--- config.mk ---
export PLATFORM = sky130hd
export DESIGN_NAME = pic_bus_ctrl
export DESIGN_NICKNAME = d
export VERILOG_FILES = /design/src/rtl/pic_pkg.sv /design/src/rtl/pic_strobe_sync.sv /design/src/rtl/pic_bus_ctrl.sv
export SDC_FILE = /design/constraint.sdc
export NUM_CORES = 1
export LEC_CHECK = 0
export CAP_MARGIN = 20
export CORE_MARGIN = 4
export CORE_UTILIZATION = 46
export CTS_CLUSTER_SIZE = 14
export DETAILED_ROUTE_END_ITERATION = 8
export PLACE_DENSITY_LB_ADDON = 0.12
export SYNTH_ARGS = -nofsm -noshare
export SYNTH_HDL_FRONTEND = slang
export SYNTH_SLANG_ARGS = --single-unit
--- constraint.sdc ---
create_clock -name clk -period 2.4 [get_ports clk]
set_clock_uncertainty 0.15 [all_clocks]
set_input_delay 0.48 -clock clk [delete_from_list [all_inputs] [get_ports clk]]
set_output_delay 0.48 -clock clk [all_outputs]
set_load 0.005 [all_outputs]
--- src/rtl/pic_pkg.sv ---
// rtl/pic_pkg.sv - shared PIC bus-controller types, command-word bit positions and OCW2 encodings
package pic_pkg;

    typedef enum logic [2:0] {
        S_ICW1  = 3'd0,
        S_ICW2  = 3'd1,
        S_ICW3  = 3'd2,
        S_ICW4  = 3'd3,
        S_READY = 3'd4
    } pic_state_e;

    localparam int unsigned ICW1_IC4  = 0;
    localparam int unsigned ICW1_SNGL = 1;
    localparam int unsigned ICW1_LTIM = 3;
    localparam int unsigned ICW1_SEL  = 4;

    localparam int unsigned OCW_SEL3  = 3;
    localparam int unsigned OCW3_RIS  = 0;
    localparam int unsigned OCW3_RR   = 1;
    localparam int unsigned OCW3_P    = 2;
    localparam int unsigned OCW3_SMM  = 5;
    localparam int unsigned OCW3_ESMM = 6;

    localparam logic [2:0] OCW2_ROT_AEOI_CLR = 3'b000;
    localparam logic [2:0] OCW2_NS_EOI       = 3'b001;
    localparam logic [2:0] OCW2_NOP          = 3'b010;
    localparam logic [2:0] OCW2_S_EOI        = 3'b011;
    localparam logic [2:0] OCW2_ROT_AEOI_SET = 3'b100;
    localparam logic [2:0] OCW2_ROT_NS_EOI   = 3'b101;
    localparam logic [2:0] OCW2_SET_PRIO     = 3'b110;
    localparam logic [2:0] OCW2_ROT_S_EOI    = 3'b111;

    // IRQ0 is highest priority, so the lowest set index wins.
    function automatic logic [2:0] lowest_set(input logic [7:0] v);
        logic [2:0] idx;
        idx = 3'd0;
        for (int i = 7; i >= 0; i--) begin
            if (v[i]) idx = 3'(i);
        end
        return idx;
    endfunction

endpackage

--- src/rtl/pic_strobe_sync.sv ---
// rtl/pic_strobe_sync.sv - multi-stage synchroniser for an active-low bus strobe with edge pulses
module pic_strobe_sync #(
    parameter int SYNC_STAGES = 2
) (
    input  logic clk,
    input  logic rst_n,
    input  logic strobe_n_i,
    output logic sync_n_o,
    output logic fall_o,
    output logic rise_o
);

    logic [SYNC_STAGES-1:0] chain_q;
    logic                   prev_q;

    // Idle strobe level is high, so the chain resets to ones.
    always_ff @(posedge clk or negedge rst_n) begin
        if (!rst_n) begin
            chain_q <= '1;
            prev_q  <= 1'b1;
        end else begin
            chain_q <= {chain_q[SYNC_STAGES-2:0], strobe_n_i};
            prev_q  <= chain_q[SYNC_STAGES-1];
        end
    end

    assign sync_n_o = chain_q[SYNC_STAGES-1];
    assign fall_o   = prev_q & ~chain_q[SYNC_STAGES-1];
    assign rise_o   = ~prev_q & chain_q[SYNC_STAGES-1];

endmodule

--- src/rtl/pic_bus_ctrl.sv ---
// rtl/pic_bus_ctrl.sv - PIC CPU bus interface, ICW1..ICW4 sequencer and OCW register file
// Optional poll command support is built when PIC_POLL_CMD_EN is defined.
module pic_bus_ctrl
    import pic_pkg::*;
#(
    parameter int DATA_W      = 8,
    parameter int SYNC_STAGES = 2
) (
    input  logic              clk,
    input  logic              rst_n,
    input  logic              cs_n,
    input  logic              wr_n,
    input  logic              rd_n,
    input  logic              a0,
    input  logic [DATA_W-1:0] d_in,
    output logic [DATA_W-1:0] d_out,
    output logic              d_oe,
    input  logic [DATA_W-1:0] irr_in,
    input  logic [DATA_W-1:0] isr_in,
    output logic              init_done,
    output logic [4:0]        vec_base,
    output logic              ltim,
    output logic              sngl,
    output logic              ic4,
    output logic [DATA_W-1:0] icw3,
    output logic [4:0]        icw4,
    output logic [DATA_W-1:0] imr,
    output logic              ocw2_vld,
    output logic [2:0]        ocw2_cmd,
    output logic [2:0]        ocw2_lvl,
    output logic              ris,
    output logic              smm
`ifdef PIC_POLL_CMD_EN
    ,
    output logic              poll_ack
`endif
);

    logic wr_sync, wr_fall, wr_rise;
    logic rd_sync, rd_fall, rd_rise;

    pic_strobe_sync #(.SYNC_STAGES(SYNC_STAGES)) u_wr_sync (
        .clk(clk), .rst_n(rst_n), .strobe_n_i(wr_n),
        .sync_n_o(wr_sync), .fall_o(wr_fall), .rise_o(wr_rise)
    );

    pic_strobe_sync #(.SYNC_STAGES(SYNC_STAGES)) u_rd_sync (
        .clk(clk), .rst_n(rst_n), .strobe_n_i(rd_n),
        .sync_n_o(rd_sync), .fall_o(rd_fall), .rise_o(rd_rise)
    );

    logic unused_ok;
    assign unused_ok = &{1'b0, wr_fall, rd_fall, rd_rise};

    pic_state_e        state_q, state_d;
    logic              cs_q, a0_q;
    logic [DATA_W-1:0] din_q;
    logic              ltim_q, ltim_d, sngl_q, sngl_d, ic4_q, ic4_d;
    logic [4:0]        vec_base_q, vec_base_d, icw4_q, icw4_d;
    logic [DATA_W-1:0] icw3_q, icw3_d, imr_q, imr_d;
    logic              ocw2_vld_q, ocw2_vld_d;
    logic [2:0]        ocw2_cmd_q, ocw2_cmd_d, ocw2_lvl_q, ocw2_lvl_d;
    logic              ris_q, ris_d, smm_q, smm_d;

    // Bus fields are sampled throughout the strobe; the commit uses the last sample.
    always_ff @(posedge clk or negedge rst_n) begin
        if (!rst_n) begin
            cs_q  <= 1'b1;
            a0_q  <= 1'b0;
            din_q <= '0;
        end else if (!wr_sync) begin
            cs_q  <= cs_n;
            a0_q  <= a0;
            din_q <= d_in;
        end
    end

    logic commit, icw1_wr, data_wr, ocw_wr;
    assign commit  = wr_rise & ~cs_q;
    assign icw1_wr = commit & ~a0_q & din_q[ICW1_SEL];
    assign data_wr = commit & a0_q;
    assign ocw_wr  = commit & ~a0_q & ~din_q[ICW1_SEL] & (state_q == S_READY);

    always_ff @(posedge clk or negedge rst_n) begin
        if (!rst_n) state_q <= S_ICW1;
        else        state_q <= state_d;
    end

    always_comb begin
        state_d = state_q;
        if (icw1_wr) begin
            state_d = S_ICW2;
        end else if (data_wr) begin
            case (state_q)
                S_ICW2:  state_d = !sngl_q ? S_ICW3 : (ic4_q ? S_ICW4 : S_READY);
                S_ICW3:  state_d = ic4_q ? S_ICW4 : S_READY;
                S_ICW4:  state_d = S_READY;
                default: state_d = state_q;
            endcase
        end
    end

    always_comb begin
        init_done = (state_q == S_READY);
    end

`ifdef PIC_POLL_CMD_EN
    logic poll_armed_q, poll_armed_d, poll_ack_q, poll_ack_d;
    logic rd_cs_q, rd_a0_q;

    always_ff @(posedge clk or negedge rst_n) begin
        if (!rst_n) begin
            rd_cs_q <= 1'b1;
            rd_a0_q <= 1'b0;
        end else if (!rd_sync) begin
            rd_cs_q <= cs_n;
            rd_a0_q <= a0;
        end
    end
`endif

    always_comb begin
        ltim_d     = ltim_q;
        sngl_d     = sngl_q;
        ic4_d      = ic4_q;
        vec_base_d = vec_base_q;
        icw3_d     = icw3_q;
        icw4_d     = icw4_q;
        imr_d      = imr_q;
        ocw2_vld_d = 1'b0;
        ocw2_cmd_d = ocw2_cmd_q;
        ocw2_lvl_d = ocw2_lvl_q;
        ris_d      = ris_q;
        smm_d      = smm_q;
`ifdef PIC_POLL_CMD_EN
        poll_armed_d = poll_armed_q;
        poll_ack_d   = 1'b0;
        if (poll_armed_q && rd_rise && !rd_cs_q && !rd_a0_q) begin
            poll_armed_d = 1'b0;
            poll_ack_d   = 1'b1;
        end
`endif
        if (icw1_wr) begin
            ltim_d = din_q[ICW1_LTIM];
            sngl_d = din_q[ICW1_SNGL];
            ic4_d  = din_q[ICW1_IC4];
            icw3_d = '0;
            icw4_d = '0;
            imr_d  = '0;
            ris_d  = 1'b0;
            smm_d  = 1'b0;
`ifdef PIC_POLL_CMD_EN
            poll_armed_d = 1'b0;
`endif
        end else if (data_wr) begin
            case (state_q)
                S_ICW2:  vec_base_d = din_q[7:3];
                S_ICW3:  icw3_d     = din_q;
                S_ICW4:  icw4_d     = din_q[4:0];
                S_READY: imr_d      = din_q;
                default: ;
            endcase
        end else if (ocw_wr) begin
            if (!din_q[OCW_SEL3]) begin
                ocw2_vld_d = 1'b1;
                ocw2_cmd_d = din_q[7:5];
                ocw2_lvl_d = din_q[2:0];
            end else begin
                if (din_q[OCW3_RR])   ris_d = din_q[OCW3_RIS];
                if (din_q[OCW3_ESMM]) smm_d = din_q[OCW3_SMM];
`ifdef PIC_POLL_CMD_EN
                if (din_q[OCW3_P])    poll_armed_d = 1'b1;
`endif
            end
        end
    end

    always_ff @(posedge clk or negedge rst_n) begin
        if (!rst_n) begin
            ltim_q     <= 1'b0;
            sngl_q     <= 1'b0;
            ic4_q      <= 1'b0;
            vec_base_q <= '0;
            icw3_q     <= '0;
            icw4_q     <= '0;
            imr_q      <= '0;
            ocw2_vld_q <= 1'b0;
            ocw2_cmd_q <= '0;
            ocw2_lvl_q <= '0;
            ris_q      <= 1'b0;
            smm_q      <= 1'b0;
`ifdef PIC_POLL_CMD_EN
            poll_armed_q <= 1'b0;
            poll_ack_q   <= 1'b0;
`endif
        end else begin
            ltim_q     <= ltim_d;
            sngl_q     <= sngl_d;
            ic4_q      <= ic4_d;
            vec_base_q <= vec_base_d;
            icw3_q     <= icw3_d;
            icw4_q     <= icw4_d;
            imr_q      <= imr_d;
            ocw2_vld_q <= ocw2_vld_d;
            ocw2_cmd_q <= ocw2_cmd_d;
            ocw2_lvl_q <= ocw2_lvl_d;
            ris_q      <= ris_d;
            smm_q      <= smm_d;
`ifdef PIC_POLL_CMD_EN
            poll_armed_q <= poll_armed_d;
            poll_ack_q   <= poll_ack_d;
`endif
        end
    end

    // A read that overlaps a write never drives the pads.
    logic [DATA_W-1:0] rd_mux;
    always_comb begin
        d_oe   = ~rd_sync & ~cs_n & wr_sync;
        rd_mux = a0 ? imr_q : (ris_q ? isr_in : irr_in);
`ifdef PIC_POLL_CMD_EN
        if (poll_armed_q && !a0) begin
            rd_mux    = '0;
            rd_mux[7] = |(irr_in[7:0] & ~imr_q[7:0]);
            rd_mux[2:0] = lowest_set(irr_in[7:0] & ~imr_q[7:0]);
        end
`endif
        d_out = d_oe ? rd_mux : '0;
    end

    assign ltim     = ltim_q;
    assign sngl     = sngl_q;
    assign ic4      = ic4_q;
    assign vec_base = vec_base_q;
    assign icw3     = icw3_q;
    assign icw4     = icw4_q;
    assign imr      = imr_q;
    assign ocw2_vld = ocw2_vld_q;
    assign ocw2_cmd = ocw2_cmd_q;
    assign ocw2_lvl = ocw2_lvl_q;
    assign ris      = ris_q;
    assign smm      = smm_q;
`ifdef PIC_POLL_CMD_EN
    assign poll_ack = poll_ack_q;
`endif

endmodule

==> metrics <==
gr ovfl total 0; ys async rst share 100.0%; final antenna-violating net count 0; Avg WL per Cell 15.66 µm; Setup WS post-layout 0.08525 ns; placed instance area 3395 µm²; # rows 26; Critical Path AT 1.68 ns; TritonCTS clock tree yes; crit path kind in -> out; Starting Density 48.12%; register clock-pin slew on the reported worst setup and hold paths 0.09 ns; EDFF count, synth 0; Multi-input gate area 1037 µm²; drc violations 0; largest net degree at the start of global routing 33; Buffers on Ports 77; number of global-route vias before repair 1880; # setup viols final 0; Fmax achieved 432.0 MHz; I/O Pins 78; worst skew pair latency 0.30 ns; Max clock buf depth 2; CTS sink cnt 56; Hold Path Class in -> async; MaxCap Viol Count 0; initial antenna violation count 0; DR vias/cell 5.066; Max VDD drop 0.0005038 V; Leakage Power 1.664 nW; first-pass GRT wire length 9349 µm; CP Launch Type input port; Detail Placement HPWL 4186 µm; pwr dens 775.7 nW/µm²; synthesized instance count 221; Post-Syn Area per Cell 11.33 µm²; RSZ-0062 raised after global routing no; count of different cell masters after synthesis 31; worst-path fanout max 5; CTS Buf Count 5; count leader, synth dfrtp_1; register area 1409 µm²; Place WS -0.1109 ns; share of layout cells above drive strength 1 18.97%; die width 81.80 µm; commonest cells in the synthesized netlist dfrtp_1 (50), nor2_1 (31), nand2_1 (25); clk root buf clkbuf_8; synth-to-layout area growth 41.81%; Top FF cell, synth dfrtp_1; diode count 0; Yosys reg bits 56; Crit. End Element primary output; Synth Net Count 251; DRT Pass-1 Iters 4; placer congestion estimate 0.7435; required time worst endpoint 1.77 ns; period utilisation layout 96.45%; Seq/Total Area, Yosys 56.24%; Syn Std Cell Area 2505 µm²; final wirelength 5966 µm; top cells by area, synth dfrtp_1 (50%), mux2i_1 (8.8%), mux2_2 (8.5%); Layout fillers 411; Core Region 5205 µm²; relative slew slack 61.93%; die height 81.80 µm; Synth area leader dfrtp_1; area share of the largest cell type after synthesis 49.95%; H-tree depth 2; die area 6690 µm²; Final Cell Area 3552 µm²; Final Critical Period 2.315 ns; Pins Over Slew Limit 0; slew at the pin closest to its max-slew limit 0.5710 ns; Nets 340; DRT iter0 DRCs 105; GR Util All Layers 18.41%; Yosys warnings 0; final hold violation count 0; vias post-DR 1930; status finished clean
routing by layer:
layer,wire length (µm),up-vias,GRT usage [%]
met4,67,0,5.980
met5,0,-,0
met2,2671,67,28.84
li1,-,936,-
met1,2744,919,24.84
met3,482,8,5.044
repair_timing:
action / CTS / global route
hold buffers: 0 / 0
setup endpoints to repair: 10 / 3
buffers inserted: 3 / 5
gates resized for setup: 8 / 5
pin swaps: 2 / 1
gates cloned: 1 / 0
flip-flops by register name, indices dropped and copies added (netlist names):
signal and flops:
u_wr_sync.chain_q 2, u_rd_sync.chain_q 2, ocw2_vld 1, cs_q 1, ris 1, icw4 5
state_q 3, sngl 1, ocw2_lvl 3, smm 1, ltim 1, a0_q 1
u_wr_sync.prev_q 1, imr 8, icw3 8, ocw2_cmd 3, din_q 8, ic4 1
vec_base 5
through the flow:
stage | power, W | std cells | hold WS [ns] | utilization [%] | setup TNS, ns
floorplan | 0.001712 | 221 | 0.03441 | - | 0
global placement | 0.002252 | 364 | 0.1964 | 65.22 | -0.5120
detailed placement | 0.002267 | 364 | 0.1972 | 65.22 | -0.8321
CTS | 0.002777 | 376 | 0.01758 | 67.24 | 0
global route | 0.002919 | 381 | 0.04567 | 68.25 | 0
finish | 0.002755 | 381 | 0.008672 | 68.25 | 0
report_power, final:
group	total [W]	internal (W)	switching, W
sequential	0.00137	0.00117	0.000208
combinational	0.000889	0.000576	0.000313
clock	0.000491	0.000206	0.000286
cell type report:
cell class	instances	area share (%)
clock inverters	1	0.1409
inverters	2	0.2113
well taps	70	2.466
clock buffers	7	2.149
multi-input cells	150	29.20
flip-flops and latches	56	39.66
repair buffers	95	26.17
path summary, 6_finish.rpt:
check,start,endpoint,slack [ns],cells past startpoint
setup / recovery,cs_n,d_oe,0.09,5
hold / removal,rst_n,imr[6]$_DFFE_PN0P_,0.009,1
setup reg to reg,u_wr_sync.chain_q[1]$_DFF_PN1_,icw3[7]$_DFFE_PN0P_,0.26,6
hold reg to reg,u_rd_sync.chain_q[0]$_DFF_PN1_,u_rd_sync.chain_q[1]$_DFF_PN1_,0.21,0
max in group asynchronous,rst_n,vec_base[1]$_DFFE_PN0P_,1.52,2
min in group clk,u_rd_sync.chain_q[0]$_DFF_PN1_,u_rd_sync.chain_q[1]$_DFF_PN1_,0.21,0
critical path, cell delays in order:
cell,delay (ns)
clkdlybuf4s50_1,0.43
nor2_2,0.12
nand2_2,0.11
inv_1,0.06
clkdlybuf4s50_1,0.49
layout by cell type, fill, tap and decap left out, drive strengths merged:
cell type	Yosys	final
clkdlybuf4s50	0	67
dfrtp	50	50
nor2	31	31
nand2	25	26
mux2i	22	22
mux2	21	21
buf	8	19
a21oi	17	17
nand3	11	11
clkbuf	6	7
dfstp	6	6
dlygate4sd2	0	6
o21ai	3	3
dlymetal6s2s	0	3
inv	2	2
nor4b	2	2
and2	2	2
nand4	2	2
nor3b	2	2
nor3	1	1
nand4bb	1	1
and4bb	1	1
nor2b	1	1
and3	1	1
nand3b	1	1
xor2	1	1
a221o	1	1
o211ai	1	1
or4b	1	1
o31ai	1	1
clkinv	0	1
kinds of logic (layout without fill, tap and decap cells):
family	count (synthesis)	after routing	share of synthesized area (%)
AOI/OAI and AO/OA	23	23	4.995
and+or+nand+nor	82	83	17.33
muxes	43	43	18.23
buffers and inverters	16	105	2.847
xor gates and xnor gates	1	1	0.3497
DFF	56	56	56.24
Note: power is estimated with default switching activity, not from simulation.
